$ cat src/rtl/player_anim_controller.sv
// Player sprite animation FSM with frame sequencing and sprite-ROM address generation.
// Defining ANIM_DEATH_EN enables the hit -> DEAD death sequence; otherwise hit is ignored.
module player_anim_controller #(
    parameter int unsigned FRAME_DIV   = 4,
    parameter logic [20:0] LEFT_OFFSET = 21'd50620
) (
    input  logic        frame_Clk,
    input  logic        Reset,
    input  logic [3:0]  keycode,
    input  logic        moving,
    input  logic        playerDirection,
    input  logic        onGround,
    input  logic        hit,
    output logic [2:0]  animState,
    output logic [2:0]  frameIndex,
    output logic [20:0] frameBase,
    output logic [9:0]  PlayerWidth,
    output logic [9:0]  PlayerHeight,
    output logic        deathDone
);
    localparam int unsigned DIV_W  = 4;
    localparam int unsigned ADDR_W = 21;
    localparam logic [DIV_W-1:0]  DIV_LAST   = DIV_W'(FRAME_DIV - 1);
    localparam logic [ADDR_W-1:0] FRAME_SIZE = 21'd2312;

`ifdef ANIM_DEATH_EN
    localparam bit DEATH_EN = 1'b1;
`else
    localparam bit DEATH_EN = 1'b0;
`endif

    typedef enum logic [2:0] {
        IDLE = 3'd0,
        RUN  = 3'd1,
        DOWN = 3'd2,
        JUMP = 3'd3,
        DEAD = 3'd4
    } state_t;

    state_t            state;
    state_t            nextState;
    state_t            groundState;
    logic [DIV_W-1:0]  divCnt;
    logic              dirReg;
    logic              jumpHold;
    logic              deathReg;
    logic              hitEff;
    logic              jumpKey;
    logic              downKey;
    logic [ADDR_W-1:0] stateBase;

    assign hitEff  = DEATH_EN && hit;
    assign jumpKey = (keycode == 4'h1) && onGround;
    assign downKey = (keycode == 4'h3) && onGround;

    // State chosen when no jump is being started or continued.
    assign groundState = downKey ? DOWN : (moving ? RUN : IDLE);

    function automatic logic [2:0] frameCount(input state_t s);
        case (s)
            RUN:     frameCount = 3'd6;
            JUMP:    frameCount = 3'd2;
            DEAD:    frameCount = 3'd3;
            default: frameCount = 3'd1;
        endcase
    endfunction

    always_comb begin
        nextState = IDLE;
        case (state)
            IDLE, RUN, DOWN: nextState = hitEff ? DEAD : (jumpKey ? JUMP : groundState);
            JUMP: begin
                if (hitEff)                     nextState = DEAD;
                else if (!jumpHold && onGround) nextState = groundState;
                else                            nextState = JUMP;
            end
            DEAD:    nextState = DEATH_EN ? DEAD : IDLE;
            default: nextState = IDLE;
        endcase
    end

    // jumpHold blocks landing on the first edge after a jump starts.
    always_ff @(posedge frame_Clk) begin
        if (Reset) begin
            state      <= IDLE;
            divCnt     <= '0;
            frameIndex <= '0;
            dirReg     <= 1'b0;
            jumpHold   <= 1'b0;
            deathReg   <= 1'b0;
        end else begin
            state    <= nextState;
            jumpHold <= (nextState == JUMP) && (state != JUMP);
            if (state != DEAD) dirReg <= playerDirection;

            if (nextState != state) begin
                divCnt     <= '0;
                frameIndex <= '0;
            end else if (divCnt == DIV_LAST) begin
                divCnt <= '0;
                if (state == DEAD) begin
                    if (frameIndex == 3'd2) deathReg   <= 1'b1;
                    else                    frameIndex <= frameIndex + 3'd1;
                end else if (frameIndex + 3'd1 >= frameCount(state)) begin
                    frameIndex <= '0;
                end else begin
                    frameIndex <= frameIndex + 3'd1;
                end
            end else begin
                divCnt <= divCnt + DIV_W'(1);
            end
        end
    end

    always_comb begin
        stateBase = '0;
        case (state)
            RUN:     stateBase = 21'd2312;
            JUMP:    stateBase = 21'd16184;
            DOWN:    stateBase = 21'd21680;
            DEAD:    stateBase = 21'd24000;
            default: stateBase = '0;
        endcase
    end

    assign animState    = state;
    assign frameBase    = stateBase + ADDR_W'(frameIndex) * FRAME_SIZE
                        + (dirReg ? LEFT_OFFSET : ADDR_W'(0));
    assign PlayerWidth  = (state == DOWN) ? 10'd68 : 10'd34;
    assign PlayerHeight = (state == DOWN) ? 10'd34 : 10'd68;
    assign deathDone    = DEATH_EN && deathReg;

endmodule

$ cat config.mk
export PLATFORM = sky130hd
export DESIGN_NAME = player_anim_controller
export DESIGN_NICKNAME = d
export VERILOG_FILES = /design/src/rtl/player_anim_controller.sv
export SDC_FILE = /design/constraint.sdc
export NUM_CORES = 1
export LEC_CHECK = 0
export BUFFER_PORTS_ARGS = -buffer_cell sky130_fd_sc_hd__clkbuf_2
export CORE_ASPECT_RATIO = 1.4
export CORE_MARGIN = 3
export CORE_UTILIZATION = 40
export DETAILED_ROUTE_END_ITERATION = 8
export GPL_TIMING_DRIVEN = 0
export PLACE_DENSITY = 0.66
export SETUP_SLACK_MARGIN = 0.5
export SLEW_MARGIN = 20
export SYNTH_ARGS = -nofsm -noshare
export SYNTH_HDL_FRONTEND = slang
export SYNTH_SLANG_ARGS = --single-unit
$ cat constraint.sdc
create_clock -name frame_Clk -period 3.14 [get_ports frame_Clk]
set_input_delay 0 -clock frame_Clk [delete_from_list [all_inputs] [get_ports frame_Clk]]
set_output_delay 0 -clock frame_Clk [all_outputs]
set_load 0.005 [all_outputs]
## After elaboration in Yosys (flattened, before gate mapping)

Index checks and enable logic that the tools add are counted.

- Flip-flop bits (word level): 12
- Bits of input ports: 10
- Logic and storage cells: 51

- Reduce and logical (&&, ||, !) cells: 10
- Order comparisons: 1
- Equal/unequal tests: 13
- Multiplexer cells: 17
- Add/subtract/negate cells: 4
- Multipliers: 1

Operators with widths:

| kind | count |
|---|---|
| $pmux W15 S4 | 1 |
| $add A21 B15 Y21 | 1 |
| $add A21 B16 Y21 | 1 |
| $mux W3 | 7 |
| $mux W16 | 1 |
| $mux W7 | 2 |
| $eq A3 B2 Y1 const B | 4 |
| $mul A3 B9 Y12 const B | 1 |
| $eq A4 B2 Y1 const B | 2 |
| $mux W2 | 3 |
| $pmux W3 S2 | 1 |
| $reduce_or A3 Y1 | 2 |
| $add A4 B1 Y4 const B | 1 |
| $eq A4 B1 Y1 const B | 1 |
| $logic_and A1 B1 Y1 | 4 |
| $pmux W2 S2 | 1 |
| $add A3 B1 Y3 const B | 1 |
| $eq A3 B1 Y1 const B | 1 |
| $eq A3 B3 Y1 const B | 1 |
| $ge A3 B3 Y1 | 1 |
| $logic_not A3 Y1 | 1 |
| $ne A3 B2 Y1 const B | 1 |
| $ne A3 B3 Y1 | 1 |
| $ne A3 B3 Y1 const B | 1 |
| other kinds (5) | 5 |

## Longest topological paths before layout

Gate-level depths: netlist (run 1).

- Depth after elaboration: 11
- Depth in mapped cells: 13

## Least setup slack after synthesis (run 1)

Ideal clock, no wire load.

- Path kind: register to output
- Start: reg state[1], in the netlist animState[1]
- End: out frameBase[14]
- Arrival: 2.693 ns
- Slack: 0.447 ns
- Stages on the path, launching flop included: 14
- Path buffers: 3
- Required time: 3.140 ns
- Cells stage by stage: dfxtp_1 buf_4 xor2_1 ha_1 clkbuf_1 buf_2 nand2b_1 and2_1 ha_1 o21ai_0 a211oi_1 or2_2 a21oi_1 xnor2_1

- Cells in the longest elaborated chain, start to end: 4
- Elaborated cells on any way between the ends: 7
- Those cells by class: add/sub (2); eq/ne (4); mux (1)

Ends and longest elaborated chain:

| what | RTL line | text |
|---|---|---|
| start, declared | 40 | `state_t state;` |
| start signal, assigned | 92 | `state <= nextState;` |
| $eq A3 B3 Y1, or another cell as far along | 117 | `case (state)` |
| $pmux W15 S4 * | 117 |  |
| $add A21 B15 Y21 * | 127 | `assign frameBase = stateBase + ADDR_W'(frameIndex) * FRAME_SIZE` |
| $add A21 B16 Y21 * | 128 | `+ (dirReg ? LEFT_OFFSET : ADDR_W'(0));` |
| end, declared | 16 | `output logic [20:0] frameBase,` |

Every way passes the cells marked *; elsewhere a longest branch is shown, timed or not.

## Final worst setup path (run 1)

- Start: reg state[1], in the netlist animState[1]
- End: out frameBase[12]

Same word-level chain as after synthesis.

==> flow_summary.json, run 1 <==
{
  "run_status": "finished, final reports clean",
  "crit_required_ns": 3.14,
  "antenna_found_initial": 0,
  "wl_per_cell_um": 12.0,
  "power_frac_comb_pct": 33.5,
  "peakVddDrop_mv": 0.251,
  "synth_area_leader_cell": "sky130_fd_sc_hd__ha_1",
  "cts.sink_count": 11,
  "total_via_count_after_detailed_routing": 1546,
  "synth_compound_gate_area_share_pct": 19.1,
  "initial_core_util_pct": 42.9,
  "arrival_time_of_the_worst_setup_path_ns": 2.68,
  "period_share_pct": 85.2,
  "met3_usage_pct": 1.97,
  "leakage_nw": 1.11,
  "rsz0062_at_grt": "true",
  "power.sequential.fraction_pct": 34.7,
  "finish.instance_area_um2": 2130,
  "internal_power_w": 0.000312,
  "yosys.area_share.simple_pct": 23.5,
  "clk_root_buffer_cell": "sky130_fd_sc_hd__clkbuf_8",
  "synth_async_sr_flop_share_pct": 0,
  "worst-path-buf-inv": 4,
  "largest_net_degree_at_the_start_of_global_routing": 11,
  "drt_drc_violations_left": 0,
  "global_route.usage.met1_pct": 17.8,
  "busiest_metal_layer_after_global_routing": "met2",
  "cp-end-kind": "primary output",
  "grt_use_total_pct": 16.1,
  "cts_made_buffers": 3,
  "drtPass1Iterations": 4,
  "synth_area_um2": 1500,
  "pwr_density_cell_nw_per_um2": 204,
  "route.final.wire_length_um": 3730,
  "use_met2_pct": 29.4,
  "yosys.cell_types.count": 42,
  "place.port_buffers": 36,
  "critical_path_class": "flip-flop to primary output",
  "number_of_global_route_vias_before_repair": 1375,
  "synthToLayoutAreaGrowth_pct": 42.0,
  "timing.clock.skew_ns": 0.00405,
  "std_cell_rows": 25,
  "finalPower_w": 0.000435,
  "post_synth_edffs": 0,
  "report.final.slew_viol_count": 0,
  "post_synth_inst_count": 197,
  "power.net_switching_w": 0.000124,
  "floorplan.die_area_um2": 4540,
  "diodes": 0,
  "critPathLaunchType": "flip-flop",
  "cts_tree": "yes",
  "dp_area_um2": 1810,
  "synth.avg_cell_area_um2": 7.63,
  "timing.critical_path.slowest_stage_cell": "sky130_fd_sc_hd__dfxtp_2",
  "clock_power_share_pct": 31.8,
  "globalRouteOverflowTotal": 0,
  "timing.fmax_ghz": 0.374,
  "chipHeight_um": 78.5,
  "period_needed_ns": 2.68,
  "place.detailed.hpwl_um": 2770,
  "reg2reg_setup_slack_ns": 1.31,
  "ios": 58,
  "synthAdderAreaFrac_pct": 18.0,
  "die-width_um": 57.8,
  "combinational_family_with_the_most_area_after_synthesis": "simple AND/OR/NAND/NOR gates",
  "num-nets-final": 303,
  "finalHoldViolCount": 0,
  "sequential_area_share_after_synthesis_pct": 14.7,
  "yosysWarnings": 0,
  "gp_congestion": 0.816,
  "yosys_most_used_dff": "sky130_fd_sc_hd__dfxtp_1",
  "dr.first_iter.drc_count": 49,
  "post_synth_xor_xnor_area_pct": 6.99,
  "drt-vias-per-instance": 4.97,
  "chain_of_cells_forming_the_critical_path": "buf_6 > xor2_2 > ha_1 > clkbuf_8 > buf_8 > nand2b_4 > and2_4 > ha_4 > o21ai_4 > a211oi_4 > a2111oi_2 > nor3_2 > xor2_1 > buf_2",
  "cell_class_contributing_the_biggest_share_of_worst_path_delay": "buffers and inverters",
  "critPathMaxFanout": 4,
  "grt_pass1_wl_um": 6000,
  "crit_path_max_incr_delay_ns": 0.32,
  "setup_total_negative_slack_ns": 0,
  "count_of_fill_cells_added_during_filler_insertion": 323,
  "drive_gt1_share_pct": 42.4,
  "yosys.area.top_type_share_pct": 16.7,
  "synth_seq_cells": 11,
  "layout_common_cells": "38 x sky130_fd_sc_hd__buf_4, 33 x sky130_fd_sc_hd__clkbuf_2, 20 x sky130_fd_sc_hd__conb_1",
  "clkLatencyLatePin_ns": 0.24,
  "sw_frac_of_total_pct": 28.4,
  "design.core.area_um2": 3500,
  "cts_max_level": 1,
  "post_synth_mux_area_share_pct": 0.749,
  "number_of_max_cap_violations": 0,
  "finalSetupViolations": 0,
  "hp-class": "input pin to flip-flop",
  "synth.area.top_cells": "sky130_fd_sc_hd__ha_1 17%, sky130_fd_sc_hd__dfxtp_1 15%, sky130_fd_sc_hd__buf_4 14%",
  "postRouteAntennaNets": 0,
  "layout_commonest_cell": "sky130_fd_sc_hd__buf_4",
  "clock_pin_slew_worst_setup_and_hold_paths_ns": 0.05,
  "clock_path_buffers": 2
}
==> synthesized netlist by cell type, types with 2 or more instances <==
cell and instances:
sky130_fd_sc_hd__buf_4 28, sky130_fd_sc_hd__ha_1 20, sky130_fd_sc_hd__a21oi_1 17, sky130_fd_sc_hd__nand2_1 15
sky130_fd_sc_hd__nor2_1 15, sky130_fd_sc_hd__dfxtp_1 11, sky130_fd_sc_hd__o21ai_0 10, sky130_fd_sc_hd__nand2b_1 9
sky130_fd_sc_hd__inv_1 7, sky130_fd_sc_hd__xor2_1 7, sky130_fd_sc_hd__nand3_1 5, sky130_fd_sc_hd__xnor2_1 5
sky130_fd_sc_hd__a31oi_1 4, sky130_fd_sc_hd__nor2b_1 4, sky130_fd_sc_hd__a211oi_1 3, sky130_fd_sc_hd__a21o_1 3
sky130_fd_sc_hd__and2_1 3, sky130_fd_sc_hd__clkbuf_1 3, sky130_fd_sc_hd__nor3_1 3, sky130_fd_sc_hd__nor4_1 2
sky130_fd_sc_hd__or2_2 2
==> per-layer routing <==
metal / vias to the layer above / routed length (um)
li1: 792 / -
met5: - / 0
met1: 687 / 1430
met3: 13 / 192
met2: 54 / 1980
met4: 0 / 122
==> sequential cells by signal, indices dropped and copies added (netlist names) <==
register    count
divCnt          4
frameIndex      3
animState       2
dirReg          1
jumpHold        1
==> worst reg2reg max path, stage by stage, from the launching register on <==
cell and delay (ns):
sky130_fd_sc_hd__dfxtp_1 0.48, sky130_fd_sc_hd__ha_1 0.31, sky130_fd_sc_hd__ha_1 0.30, sky130_fd_sc_hd__a21o_1 0.17, sky130_fd_sc_hd__a21oi_1 0.24, sky130_fd_sc_hd__nand4b_1 0.13
sky130_fd_sc_hd__a21oi_1 0.14
==> per-stage QoR <==
stage               std cells  setup WS, ns  hold slack (ns)  util [%]
detailed placement        292        0.0995            0.217      51.5
global placement          292         0.116            0.212      51.5
CTS                       309         0.397           0.0541      58.8
global route              311         0.365           0.0667      60.9
floorplan                 216         0.529           0.0691         -
finish                    311         0.465           0.0551      60.9
==> power by group through the flow <==
stage,clock (W),combinational (W),sequential [W]
floorplan,0,0.0000859,0.000152
global placement,0,0.000117,0.000153
detailed placement,0,0.000118,0.000153
CTS,0.000144,0.000137,0.000151
global route,0.000151,0.000162,0.000152
finish,0.000138,0.000146,0.000151
==> final timing paths <==
path / startpoint / endpoint / cells after the start
setup / recovery: animState[1] / frameBase[12] / 14
hold reg to reg: divCnt[0] / divCnt[0] / 1
hold / removal: moving / animState[0] / 3
setup reg to reg: frameIndex[1] / frameIndex[2] / 6
==> layout make-up <==
cell class / count / area, um^2 / share of cell area, %
clock buffers: 4 / 45.0 / 2.11
multi-input cells: 166 / 1220 / 57.4
flip-flops and latches: 11 / 228 / 10.7
inverters: 7 / 26.3 / 1.23
well taps: 40 / 50.0 / 2.34
repair buffers: 51 / 303 / 14.2
plain buffers: 32 / 258 / 12.1
==> timing repair <==
item | in CTS | in global routing
pin swaps | 10 | 7
endpoints found under the hold margin | 4 | 0
gates resized for setup | 27 | 20
buffers inserted | 9 | 2
hold buffers | 4 | 0
setup endpoints to repair | 8 | 7
==> cells by family after synthesis <==
family,Yosys count
other,1
adders and majority gates,21
DFF,11
muxes,1
AOI/OAI and AO/OA,46
buffers and inverters,39
and+or+nand+nor,66
xor gates and xnor gates,12
Power figures use the tool's default switching activity.
==> run 2, diff against run 1 <==
Settings changed: PLACE_DENSITY 0.66 to 0.68.
==> run 2 against run 1 <==
Against the previous run: sequential share of layout area is 0.42 points lower; via count up 0.97%; worst setup slack got worse by 0.057 ns; final area grew 5.3%; cell count rose by 1.3%; clock power increased by 4%; critical endpoint unchanged.
==> flow_summary.json, run 2 (synthesis results as in run 1) <==
{
  "run_status": "finished, final reports clean",
  "report.final.slew_viol_count": 0,
  "clock_path_buffers": 2,
  "wl_per_cell_um": 12.6,
  "drt_drc_violations_left": 0,
  "drive_gt1_share_pct": 45.1,
  "initial_core_util_pct": 42.9,
  "diodes": 0,
  "sw_frac_of_total_pct": 29.8,
  "top_register": "divCnt",
  "drtPass1Iterations": 4,
  "antenna_found_initial": 0,
  "num-nets-final": 307,
  "power_frac_comb_pct": 33.8,
  "arrival_time_of_the_worst_setup_path_ns": 2.73,
  "place.detailed.hpwl_um": 2750,
  "grt_use_total_pct": 16.5,
  "setup_total_negative_slack_ns": 0,
  "floorplan.die_area_um2": 4540,
  "layout_common_cells": "41 x sky130_fd_sc_hd__buf_4, 34 x sky130_fd_sc_hd__clkbuf_2, 20 x sky130_fd_sc_hd__conb_1",
  "finalSetupViolations": 0,
  "std_cell_rows": 25,
  "period_share_pct": 87.0,
  "count_of_fill_cells_added_during_filler_insertion": 287,
  "hold_path.startpoint": "moving",
  "design.core.area_um2": 3500,
  "number_of_max_cap_violations": 0,
  "cts.sink_count": 11,
  "timing.fmax_ghz": 0.366,
  "postRouteAntennaNets": 0,
  "critical_path_class": "flip-flop to primary output",
  "power.net_switching_w": 0.000132,
  "cts_made_buffers": 3,
  "period_needed_ns": 2.73,
  "crit_required_ns": 3.14,
  "finalHoldViolCount": 0,
  "clock_pin_slew_worst_setup_and_hold_paths_ns": 0.05,
  "ios": 58,
  "rsz0062_at_grt": "true",
  "clock_power_share_pct": 32.2,
  "power.sequential.fraction_pct": 34.1,
  "globalRouteOverflowTotal": 0,
  "critPathLaunchType": "flip-flop",
  "internal_power_w": 0.000311,
  "critPathMaxFanout": 4,
  "place.port_buffers": 36,
  "gp_congestion": 0.802,
  "hp-class": "input pin to flip-flop",
  "die-width_um": 57.8,
  "drt-vias-per-instance": 4.96,
  "peakVddDrop_mv": 0.229,
  "leakage_nw": 1.14,
  "chipHeight_um": 78.5,
  "largest_register_ff_count": 4,
  "cts_max_level": 1,
  "clkLatencyLatePin_ns": 0.24,
  "timing.clock.skew_ns": 0.00131,
  "setup.worst_path.start": "animState[1]",
  "synthToLayoutAreaGrowth_pct": 49.5,
  "fin_hold_ws_ns": 0.0509,
  "critical_path.reg2reg.startpoint": "frameIndex[1]",
  "clk_root_buffer_cell": "sky130_fd_sc_hd__clkbuf_8",
  "number_of_global_route_vias_before_repair": 1400,
  "pwr_density_cell_nw_per_um2": 197,
  "largest_net_degree_at_the_start_of_global_routing": 11,
  "finalPower_w": 0.000444,
  "route.final.wire_length_um": 3950,
  "dr.first_iter.drc_count": 41,
  "total_via_count_after_detailed_routing": 1561,
  "cp-end-kind": "primary output",
  "layout_commonest_cell": "sky130_fd_sc_hd__buf_4",
  "grt_pass1_wl_um": 6070,
  "cts_tree": "yes"
}
## run 2: cell count changes in the layout (fill, tap and decap cells not counted), moves of 2 or more
cell and change:
sky130_fd_sc_hd__ha_4 +4, sky130_fd_sc_hd__buf_4 +3, sky130_fd_sc_hd__buf_6 +2, sky130_fd_sc_hd__ha_1 -2, sky130_fd_sc_hd__ha_2 -2
## run 2: layout make-up
class | instances | area, um^2 | share of cell area (%)
Buffer | 32 | 259 | 11.5
Clock buffer | 3 | 41.3 | 1.84
Tap cell | 40 | 50.0 | 2.23
Multi-Input combinational cell | 166 | 1300 | 57.7
Inverter | 7 | 26.3 | 1.17
Clock inverter | 1 | 5.00 | 0.223
Sequential cell | 11 | 230 | 10.2
Timing Repair Buffer | 55 | 338 | 15.0
## run 2: final timing paths
path | slack, ns | depth (start not counted) | to
max | 0.41 | 14 | frameBase[12]
min | 0.05 | 3 | animState[0]
max reg2reg | 1.19 | 6 | frameIndex[2]
min reg2reg | 0.48 | 1 | divCnt[0]
## run 2: worst max-delay path: stages (launching register included)
cell                        delay, ns
sky130_fd_sc_hd__dfxtp_2         0.32
sky130_fd_sc_hd__buf_6           0.13
sky130_fd_sc_hd__xor2_4          0.21
sky130_fd_sc_hd__ha_4            0.23
sky130_fd_sc_hd__buf_8           0.12
sky130_fd_sc_hd__buf_8           0.11
sky130_fd_sc_hd__nand2b_4        0.06
sky130_fd_sc_hd__and2_4          0.14
sky130_fd_sc_hd__ha_4            0.16
sky130_fd_sc_hd__o21ai_4         0.06
sky130_fd_sc_hd__a211oi_4        0.27
sky130_fd_sc_hd__a2111oi_2       0.08
sky130_fd_sc_hd__nor3_1          0.29
sky130_fd_sc_hd__xor2_1          0.16
sky130_fd_sc_hd__buf_2           0.13
## run 2: power by group through the flow
stage | clock network (W) | registers (W) | logic [W]
2_1_floorplan | 0 | 0.000152 | 0.0000859
3_3_place_gp | 0 | 0.000153 | 0.000117
3_5_place_dp | 0 | 0.000153 | 0.000119
4_1_cts | 0.000146 | 0.000151 | 0.000137
5_1_grt | 0.000153 | 0.000152 | 0.000166
6_report | 0.000143 | 0.000151 | 0.000150
## run 2: through the flow
stage                     cells  utilization, %  worst slack (ns)  area, um^2
after floorplan             216               -             0.529        1580
after global placement      292            51.5             0.126        1810
after detailed placement    292            51.5             0.109        1810
after CTS                   310            59.3             0.396        2080
after global routing        315            64.1             0.303        2250
final                       315            64.1             0.408        2250
## run 2: layer usage
| layer | share of wire (%) | GRT usage [%] | wire (um) |
|---|---|---|---|
| met4 | 3.2 | 7.42 | 128 |
| met1 | 38 | 18.7 | 1500 |
| met3 | 6.1 | 2.30 | 243 |
| met2 | 53 | 29.5 | 2080 |
| met5 | 0 | 0 | 0 |
## run 2: repair_timing
action | 4_1_cts | 5_1_grt
setup buffers | 11 | 5
pin swaps | 12 | 11
gates resized for setup | 29 | 29
endpoints found under the hold margin | 4 | 0
endpoints found under the setup margin | 8 | 7
hold buffers | 3 | 0
==> run 3, diff against run 2 <==
Settings changed: MAX_ROUTING_LAYER set to met4.
==> run 3 against run 2 <==
Against the previous run: hold slack about the same; total power about the same; critical path depth unchanged; cell count did not move; worst setup slack improved by 0.0020 ns; sequential share of layout area unchanged; routed wire length down 0.40%.
==> flow_summary.json, run 3 (synthesis results as in run 1) <==
{
  "diodes": 0,
  "clkLatencyLatePin_ns": 0.24,
  "crit_path_max_incr_delay_ns": 0.32,
  "instances_no_fill": 315,
  "clk_root_buffer_cell": "sky130_fd_sc_hd__clkbuf_8",
  "critical_path_class": "flip-flop to primary output",
  "cts_max_level": 1,
  "arrival_time_of_the_worst_setup_path_ns": 2.73,
  "gp_congestion": 0.814,
  "numPlacedInstances": 292,
  "dr.first_iter.drc_count": 40,
  "floorplan.die_area_um2": 4540,
  "largest_net_degree_at_the_start_of_global_routing": 11,
  "crit_required_ns": 3.14,
  "finish.instance_area_um2": 2250,
  "grt_use_total_pct": 16.9,
  "worst-path-buf-inv": 4,
  "chain_of_cells_forming_the_critical_path": "buf_6 > xor2_4 > ha_4 > buf_8 > buf_8 > nand2b_4 > and2_4 > ha_4 > o21ai_4 > a211oi_4 > a2111oi_2 > nor3_1 > xor2_1 > buf_2",
  "peakVddDrop_mv": 0.229,
  "hp-class": "input pin to flip-flop",
  "layout_commonest_cell": "sky130_fd_sc_hd__buf_4",
  "finalSetupViolations": 0,
  "rsz0062_at_grt": "true",
  "drt_drc_violations_left": 0,
  "period_share_pct": 86.9,
  "largest_register_ff_count": 4,
  "cell_class_contributing_the_biggest_share_of_worst_path_delay": "buffers and inverters",
  "critPathMaxFanout": 4,
  "number_of_max_cap_violations": 0,
  "report.final.slew_viol_count": 0,
  "run_status": "finished, final reports clean",
  "clock_pin_slew_worst_setup_and_hold_paths_ns": 0.05,
  "chipHeight_um": 78.5,
  "detailedPlace.worstSlack_ns": 0.109,
  "pwr_density_cell_nw_per_um2": 197,
  "clock_path_buffers": 2,
  "leakage_nw": 1.14,
  "dp_area_um2": 1810,
  "drt-vias-per-instance": 4.95,
  "reg2reg_setup_slack_ns": 1.19,
  "setup_total_negative_slack_ns": 0,
  "ios": 58,
  "grt_pass1_wl_um": 6070,
  "antenna_found_initial": 0,
  "finalHoldViolCount": 0,
  "wl_per_cell_um": 12.5,
  "drtPass1Iterations": 4,
  "synthToLayoutAreaGrowth_pct": 49.5,
  "cts.sink_count": 11,
  "layout_common_cells": "41 x sky130_fd_sc_hd__buf_4, 34 x sky130_fd_sc_hd__clkbuf_2, 20 x sky130_fd_sc_hd__conb_1",
  "total_via_count_after_detailed_routing": 1559,
  "critPathLaunchType": "flip-flop",
  "num-nets-final": 307,
  "die-width_um": 57.8,
  "cts_made_buffers": 3,
  "timing.clock.skew_ns": 0.00127,
  "top_register": "divCnt",
  "drive_gt1_share_pct": 45.1,
  "timing.fmax_ghz": 0.366,
  "final_worst_setup_slack_ns": 0.410,
  "postRouteAntennaNets": 0,
  "place.detailed.hpwl_um": 2750,
  "place.port_buffers": 36,
  "number_of_global_route_vias_before_repair": 1395,
  "period_needed_ns": 2.73,
  "route.final.wire_length_um": 3940,
  "cts_tree": "yes",
  "timing.critical_path.slowest_stage_cell": "sky130_fd_sc_hd__dfxtp_2",
  "initial_core_util_pct": 42.9,
  "std_cell_rows": 25,
  "cp-end-kind": "primary output",
  "design.core.area_um2": 3500,
  "globalRouteOverflowTotal": 0
}
==> run 3: worst min-delay path, cell delays in order <==
cell and delay (ns):
sky130_fd_sc_hd__clkbuf_2 0.12, sky130_fd_sc_hd__nand2_1 0.07, sky130_fd_sc_hd__a31oi_1 0.07
==> run 3: final timing paths <==
kind	start	end	depth (start not counted)
setup reg to reg	frameIndex[1]	frameIndex[2]	6
hold / removal	moving	animState[0]	3
setup / recovery	animState[1]	frameBase[12]	14
hold reg to reg	divCnt[0]	divCnt[0]	1
==> run 3: area by class of cell <==
type,instances,area [um^2]
clock inverters,1,5.00
well taps,40,50.0
flip-flops and latches,11,230
inverters,7,26.3
plain buffers,32,259
clock buffers,3,41.3
multi-input cells,166,1300
fillers,287,1260
repair buffers,55,338
==> run 3: power breakdown <==
group	internal [W]	leakage, nW	switching, W	total, W
combinational	0.0000806	1.02	0.0000693	0.000150
clock	0.0000873	0.0255	0.0000554	0.000143
sequential	0.000144	0.0917	0.00000758	0.000151
total	0.000311	1.14	0.000132	0.000444
==> run 3: repair_timing <==
action,4_1_cts,5_1_grt
gates resized for setup,29,29
hold endpoints to repair,4,0
setup endpoints to repair,8,7
buffers inserted,11,5
pin swaps,12,11
hold buffers,3,0
==> run 3: per-layer routing <==
metal	GRT usage [%]	part of all wire [%]	vias to the layer above
met5	-	0	-
met4	7.42	3.3	0
met3	1.97	6.0	13
met2	29.5	53	59
met1	18.9	38	688
li1	-	-	799
==> run 3: through the flow <==
step                hold slack, ns  utilization, %  power [W]
finish                      0.0509            64.1   0.000444
global route                0.0676            64.1   0.000471
CTS                         0.0490            59.3   0.000434
detailed placement           0.222            51.5   0.000272
global placement             0.222            51.5   0.000270
floorplan                   0.0691               -   0.000238
